--- src/rtl/result_bus_arbiter.sv ---
// Round-robin arbiter that merges per-unit results onto one registered
// broadcast bus slot, with full-throughput replace-on-consume.

package result_bus_arbiter_pkg;
  typedef struct packed {
    logic [3:0] cr0;  // lt, gt, eq, so
    logic       so;
    logic       ov;
    logic       ca;
  } cond_exception_t;
endpackage

module result_bus_arbiter
  import result_bus_arbiter_pkg::*;
#(
  parameter int unsigned UNITS       = 4,
  parameter int unsigned RS_ID_WIDTH = 5
) (
  input  logic                                  clk,
  input  logic                                  rst,
  input  logic            [UNITS-1:0]           unit_valid,
  output logic            [UNITS-1:0]           unit_ready,
  input  logic            [UNITS-1:0][RS_ID_WIDTH-1:0] unit_rs_id,
  input  logic            [UNITS-1:0][4:0]      unit_reg_addr,
  input  logic            [UNITS-1:0][31:0]     unit_result,
  input  cond_exception_t [UNITS-1:0]           unit_cr0_xer,
  output logic                                  bus_valid,
  input  logic                                  bus_ready,
  output logic            [RS_ID_WIDTH-1:0]     bus_rs_id,
  output logic            [4:0]                 bus_reg_addr,
  output logic            [31:0]                bus_result,
  output cond_exception_t                       bus_cr0_xer,
  output logic            [$clog2(UNITS)-1:0]   bus_unit
);

  localparam int unsigned IDX_W = $clog2(UNITS);
  localparam int unsigned CW    = IDX_W + 1;

  logic                   bus_valid_q;
  logic [RS_ID_WIDTH-1:0] bus_rs_id_q;
  logic [4:0]             bus_reg_addr_q;
  logic [31:0]            bus_result_q;
  cond_exception_t        bus_cr0_xer_q;
  logic [IDX_W-1:0]       bus_unit_q;
  logic [IDX_W-1:0]       last_grant_q;

  logic                   slot_free;
  logic                   found;
  logic [IDX_W-1:0]       win;
  logic [CW-1:0]          cand;
  logic [UNITS-1:0]       ready_d;

  assign slot_free = !bus_valid_q || bus_ready;

  // Round-robin search starting just after the last granted unit.
  always_comb begin
    found   = 1'b0;
    win     = '0;
    cand    = '0;
    ready_d = '0;
    for (int off = 0; off < int'(UNITS); off++) begin
      cand = CW'(last_grant_q) + CW'(off) + CW'(1);
      if (cand >= CW'(UNITS)) cand = cand - CW'(UNITS);
      if (!found && unit_valid[cand[IDX_W-1:0]]) begin
        found = 1'b1;
        win   = cand[IDX_W-1:0];
      end
    end
    if (found && slot_free && rst) ready_d[win] = 1'b1;
  end

  assign unit_ready = ready_d;

  // Output slot: load on grant, clear on idle consume, hold on stall.
  always_ff @(posedge clk or negedge rst) begin
    if (!rst) begin
      bus_valid_q    <= 1'b0;
      bus_rs_id_q    <= '0;
      bus_reg_addr_q <= '0;
      bus_result_q   <= '0;
      bus_cr0_xer_q  <= '0;
      bus_unit_q     <= '0;
      last_grant_q   <= IDX_W'(UNITS - 1);
    end else if (slot_free) begin
      if (found) begin
        bus_valid_q    <= 1'b1;
        bus_rs_id_q    <= unit_rs_id[win];
        bus_reg_addr_q <= unit_reg_addr[win];
        bus_result_q   <= unit_result[win];
        bus_cr0_xer_q  <= unit_cr0_xer[win];
        bus_unit_q     <= win;
        last_grant_q   <= win;
      end else begin
        bus_valid_q    <= 1'b0;
      end
    end
  end

  assign bus_valid    = bus_valid_q;
  assign bus_rs_id    = bus_rs_id_q;
  assign bus_reg_addr = bus_reg_addr_q;
  assign bus_result   = bus_result_q;
  assign bus_cr0_xer  = bus_cr0_xer_q;
  assign bus_unit     = bus_unit_q;

endmodule

--- config.mk ---
export PLATFORM = sky130hd
export DESIGN_NAME = result_bus_arbiter
export DESIGN_NICKNAME = d
export VERILOG_FILES = /design/src/rtl/result_bus_arbiter.sv
export SDC_FILE = /design/constraint.sdc
export NUM_CORES = 1
export LEC_CHECK = 0
export CORE_UTILIZATION = 30
export CTS_CLUSTER_DIAMETER = 80
export CTS_CLUSTER_SIZE = 24
export DETAILED_ROUTE_END_ITERATION = 8
export PLACE_DENSITY = 0.79
export SLEW_MARGIN = 5
export SYNTH_ARGS = -nofsm -noshare
export SYNTH_HDL_FRONTEND = slang
export SYNTH_SLANG_ARGS = --single-unit
--- constraint.sdc ---
create_clock -name clk -period 1.9 [get_ports clk]
set_clock_uncertainty 0.05 [all_clocks]
set_input_delay 0.38 -clock clk [delete_from_list [all_inputs] [get_ports clk]]
set_output_delay 0.38 -clock clk [all_outputs]
set_load 0.01 [all_outputs]
-- After elaboration in Yosys (flattened, before gate mapping)
Index checks and enable logic that the tools add are counted.
- $lt $le $gt $ge: 10
- reduce and logical (&&, ||, !) cells: 12
- add/subtract/negate cells: 10
- mux-type cells: 32
- operators by type and width (kind ; count):
    $bmux 32 s2 ; 1
    $mux 32 ; 1
    $bmux 5 s2 ; 2
    $mux 2 ; 8
    $lt 2x3->1 const B ; 5
    $bmux 7 s2 ; 1
    $ge 3x3->1 const B ; 4
    $mux 1 ; 10
    $mux 5 ; 2
    $add 3x1->3 const B ; 3
    $bmux 1 s2 ; 4
    $sub 2x1->2 const B ; 4
    $mux 7 ; 1
    $add 2x2->3 const B ; 2
    $logic_and 1x1->1 ; 6
    $logic_not 1->1 ; 4
    $mux 4 ; 1
    $add 2x1->3 const B ; 1
    $demux 1 s2 ; 1
    $ge 2x1->1 const B ; 1
    $reduce_and 2->1 ; 1
    $logic_or 1x1->1 ; 1
- register bits after elaboration: 54
- input bits: 203
- output and inout port bits: 56

-- Longest topological paths before layout
- depth in word-level cells: 20
- gate-level depth with buffers: 9
- depth with buffers taken out: 5

-- Least setup slack after synthesis
OpenSTA, ideal clock, no wires.
- path kind: flip-flop to output port
- start point: reg last_grant_q[0]
- end point: out unit_ready[0]
- arrival: 1.586 ns
- path slack: -0.116 ns
- cell stages (with the launch flop): 7
- cells stage by stage: dfstp_2 -> buf_6 -> nand2b_4 -> a22oi_1 -> o21ai_2 -> buf_2 -> and3_1
- cells in the longest elaborated chain, start to end: 20
- elaborated cells on any way between the ends: 48
- ends and longest elaborated chain (element ; RTL line ; text):
    from (decl) ; 45 ; logic [IDX_W-1:0] last_grant_q;
    from (signal assigned) ; 83 ; last_grant_q <= IDX_W'(UNITS - 1);
    from (signal assigned) ; 92 ; last_grant_q <= win;
    branches (longest 19 deep; another with $add 2x1->3) ; - ;
    $mux 4 * ; 69 ; if (found && slot_free && rst) ready_d[win] = 1'b1;
    to (decl) ; 22 ; output logic [UNITS-1:0] unit_ready,
Mark *: on every way between the ends. The select of a mux whose other input is x is not followed.

-- Worst setup path in the final report
- start point: reg last_grant_q[0]
- end point: out unit_ready[1]
Same word-level chain as after synthesis.

==> impl_summary.log <==
INFO  metric status = finished, violations left
INFO  metric violations = setup timing
INFO  metric synth.distinct_cells = 38
INFO  metric fmaxAchievable = 476 MHz
INFO  metric complex_gate_fraction_of_the_synthesized_area = between 20% and 30%
INFO  metric dp.final_hpwl = roughly 12000 microns
INFO  metric grt_most_used_layer = met2
INFO  metric maxCapViolCount = 0
INFO  metric criticalPathCategory = reg2out
INFO  metric end_kind = output port
INFO  metric gr-total-overflow = 0
INFO  metric first_global_vias = 4986
INFO  metric synth.mux.area_fraction = between 10% and 20%
INFO  metric timing.critical_path.slowest_stage_cell = sky130_fd_sc_hd__dfstp_2
INFO  metric grt_max_degree = 48
INFO  metric ys.warnings.count = 0
INFO  metric ant_nets = 0
INFO  metric die_height = 120 microns
INFO  metric clock_sinks = 54
INFO  metric ys_ff_latch = 54
INFO  metric most-common-layout-cells = 250 x sky130_fd_sc_hd__clkdlybuf4s50_1, 66 x sky130_fd_sc_hd__nor3b_1, 52 x sky130_fd_sc_hd__nor2_1, 52 x sky130_fd_sc_hd__dfrtp_1, 38 x sky130_fd_sc_hd__a21oi_1
INFO  metric ys_seq_area_share = 32.6%
INFO  metric place.gp.congestion = 0.896
INFO  metric die_w = 120 microns
INFO  metric full_die_area = 14300 sq um
INFO  metric final_hold_viol_count = 0
INFO  metric post_drt_wl_per_cell = 19.5 microns
INFO  metric synth_xor_xnor_area_share = 0%
INFO  metric routed_wl = 17500 microns
INFO  metric grt_setup_unrepaired = true
INFO  metric cts.htree.levels = 2
INFO  metric worst_pin_slew = about 0.46 ns
INFO  metric post_syn_nets = 646
INFO  metric peakVddDrop = approximately 360 uV
INFO  metric leakage = 3.08 nW
INFO  metric nNetsFinal = ~900
INFO  metric wire_length_of_the_first_global_routing_pass = 26100 microns
INFO  metric layout.filler_cells = between 1000 and 1500
INFO  metric synth_adder_area_share = 0%
INFO  metric clk_pin_slew_worst_paths = 0.08 ns
INFO  metric final.period_utilization = 110%
INFO  metric synthSimpleGateAreaFrac = 20.3%
INFO  metric timing.final.crit_period = 2.10 ns
INFO  metric pwr_density_cell = 792 nW/um^2
INFO  metric worstSetupStartpointType = flip-flop
INFO  metric ys_dominant_reg_cell = sky130_fd_sc_hd__dfrtp_1
INFO  metric timing.critical_path.slowest_cell_delay = roughly 0.58 ns
INFO  metric groute.layer.met1.usage = between 20% and 30%
INFO  metric timing.slew.headroom = 69.6%
INFO  metric groute.layer.met3.usage = ~5.5%
INFO  metric clock_tree.root_cell = sky130_fd_sc_hd__clkbuf_16
INFO  metric vias_per_cell = 5.36
INFO  metric layout.cells.most_common = sky130_fd_sc_hd__clkdlybuf4s50_1
INFO  metric number_of_enable_flip_flop_cells_after_synthesis = 0
INFO  metric worst_skew_pair.late_latency = 0.29 ns
INFO  metric detailroute.via_count = 4809
INFO  metric grt_use_met2 = 42.1%
INFO  metric worst_hold_slack = 0.384 ns
INFO  metric detailedPlace.worstSlack = -0.755 ns
INFO  metric worst_path_most_repeated_cell = sky130_fd_sc_hd__buf_6
INFO  metric globalRouteTotalUtil = 23.1%
INFO  metric post_synth_inst_count = 443
INFO  metric final_layout_size_suffix_gt1_share = between 20 and 25%
INFO  metric cts_buffer_depth = 2
INFO  metric hp-class = in2async
INFO  metric synth_async_sr_flop_share = 100%
INFO  metric cp_data_required_time = 1.47 ns
INFO  metric cts-buffers-inserted = 5
INFO  metric detailedRoute.firstPassIterationCount = 4
INFO  metric slew_violations = 0
INFO  metric arrival = about 1.7 ns
INFO  metric synth_top_family_by_area = compound AO/OA/AOI/OAI gates
INFO  metric ioPinCount = 259
INFO  metric start_util = 31.1%
INFO  metric synthesis.area_per_instance = 9.37 sq um
INFO  metric drcViolationCount = 0
INFO  metric final.setup.tns = -6.10 ns
INFO  metric cp_max_fo = 5
INFO  metric grt_antenna_before_repair = 0
INFO  metric antenna_cells_inserted = 0
INFO  metric io_buffer_count = between 200 and 300
INFO  metric final_total_power = 6.22 mW
INFO  metric layout_setup_ws = -0.199 ns
INFO  metric core_area = about 13000 sq um
INFO  metric finalSetupViolations = 54
INFO  metric cts_tree = built
INFO  metric post_synth_instance_area = about 4100 sq um
INFO  metric relative_area_change_from_synthesis_to_final_layout = 89.1%
INFO  metric num_rows = 42
INFO  metric critical_path.cell_chain = buf_6 -> nor2_1 -> a211o_1 -> o211a_2 -> and3_4 -> buf_6
INFO  metric detailedRoute.firstIterationViolations = 215
synth_stat cells (2+ instances only):
library cell	instances	area share (%)
sky130_fd_sc_hd__buf_6	10	2.7
sky130_fd_sc_hd__buf_1	2	0.18
sky130_fd_sc_hd__a21oi_1	53	6.4
sky130_fd_sc_hd__nor2b_1	2	0.30
sky130_fd_sc_hd__a221oi_1	20	4.2
sky130_fd_sc_hd__a31o_1	2	0.42
sky130_fd_sc_hd__mux2_1	2	0.54
sky130_fd_sc_hd__dfrtp_1	52	31
sky130_fd_sc_hd__nor3b_2	2	0.60
sky130_fd_sc_hd__clkbuf_1	19	1.7
sky130_fd_sc_hd__mux2i_1	36	8.7
sky130_fd_sc_hd__dfstp_2	2	1.3
sky130_fd_sc_hd__nor3b_1	68	12
sky130_fd_sc_hd__o21ai_0	31	3.7
sky130_fd_sc_hd__buf_2	14	1.7
sky130_fd_sc_hd__nand2_1	6	0.54
sky130_fd_sc_hd__o21ai_2	2	0.42
sky130_fd_sc_hd__nor2_1	52	4.7
sky130_fd_sc_hd__a221oi_2	29	10
sky130_fd_sc_hd__nand2b_1	2	0.30
sky130_fd_sc_hd__inv_1	3	0.27
sky130_fd_sc_hd__and3_1	5	0.75
sky130_fd_sc_hd__buf_4	3	0.54
sky130_fd_sc_hd__mux2_2	12	3.3
cells by family (layout without fill, tap and decap cells):
group,Yosys count,after routing
AOI/OAI and AO/OA,146,146
and+or+nand+nor,141,141
DFF,54,54
buffers and inverters,52,331
muxes,50,50
path summary, 6_finish.rpt:
kind	end	slack (ns)	startpoint	cells past startpoint
max	unit_ready[1]	-0.20	last_grant_q[0]$_DFFE_PN1P_	6
min	bus_unit[1]$_DFFE_PN0P_	0.38	rst	2
max reg2reg	bus_result[29]$_DFFE_PN0P_	-0.17	last_grant_q[1]$_DFFE_PN1P_	8
min reg2reg	bus_unit[0]$_DFFE_PN0P_	0.48	bus_unit[0]$_DFFE_PN0P_	2
max in group asynchronous	last_grant_q[1]$_DFFE_PN1P_	0.80	rst	3
min in group clk	bus_unit[0]$_DFFE_PN0P_	0.48	bus_unit[0]$_DFFE_PN0P_	2
power breakdown:
group          internal, mW  switching [mW]
logic                  1.99            1.56
clock network         0.626           0.441
registers              1.44           0.167
critical path, delay by kind of cell (launching register included):
family / cells / cell delay [ns]
DFF: 1 / 0.58
and+or+nand+nor: 2 / 0.21
buffers and inverters: 2 / 0.23
AOI/OAI and AO/OA: 2 / 0.36
registers in the layout (all words and copies together) (netlist names):
name	flops
bus_unit	2
bus_result	32
bus_valid	1
last_grant_q	2
bus_rs_id	5
bus_cr0_xer	7
bus_reg_addr	5
what timing repair did:
| item | in CTS | in global routing |
|---|---|---|
| buffers inserted | 10 | 0 |
| hold buffers | 1 | 0 |
| hold endpoints to repair | 1 | 0 |
| endpoints found under the setup margin | 56 | 55 |
| gates cloned | 2 | 4 |
| gates resized for setup | 70 | 21 |
| pin swaps | 10 | 11 |
layer usage:
metal / up-vias / wire length (microns)
met2: 209 / 8860
li1: 2221 / -
met5: - / 0
met4: 0 / 450
met1: 2342 / 6980
met3: 37 / 1250
per-stage QoR:
stage               std cells  utilization [%]  area (sq um)
floorplan                 443                -          4170
detailed placement        874             53.9          7190
finish                    898             58.8          7840
global placement          874             53.9          7190
CTS                       894             57.4          7660
global route              898             58.8          7840
layout make-up:
| type | instances | area [sq um] | share of cell area (%) |
|---|---|---|---|
| clock inverters | 3 | 43.8 | 0.558 |
| inverters | 3 | 11.3 | 0.144 |
| multi-input cells | 337 | 2730 | 34.7 |
| well taps | 176 | 220 | 2.81 |
| flip-flops and latches | 54 | 1350 | 17.3 |
| clock buffers | 5 | 125 | 1.60 |
| repair buffers | 320 | 3360 | 42.9 |
(Power assumes the default switching activity.)
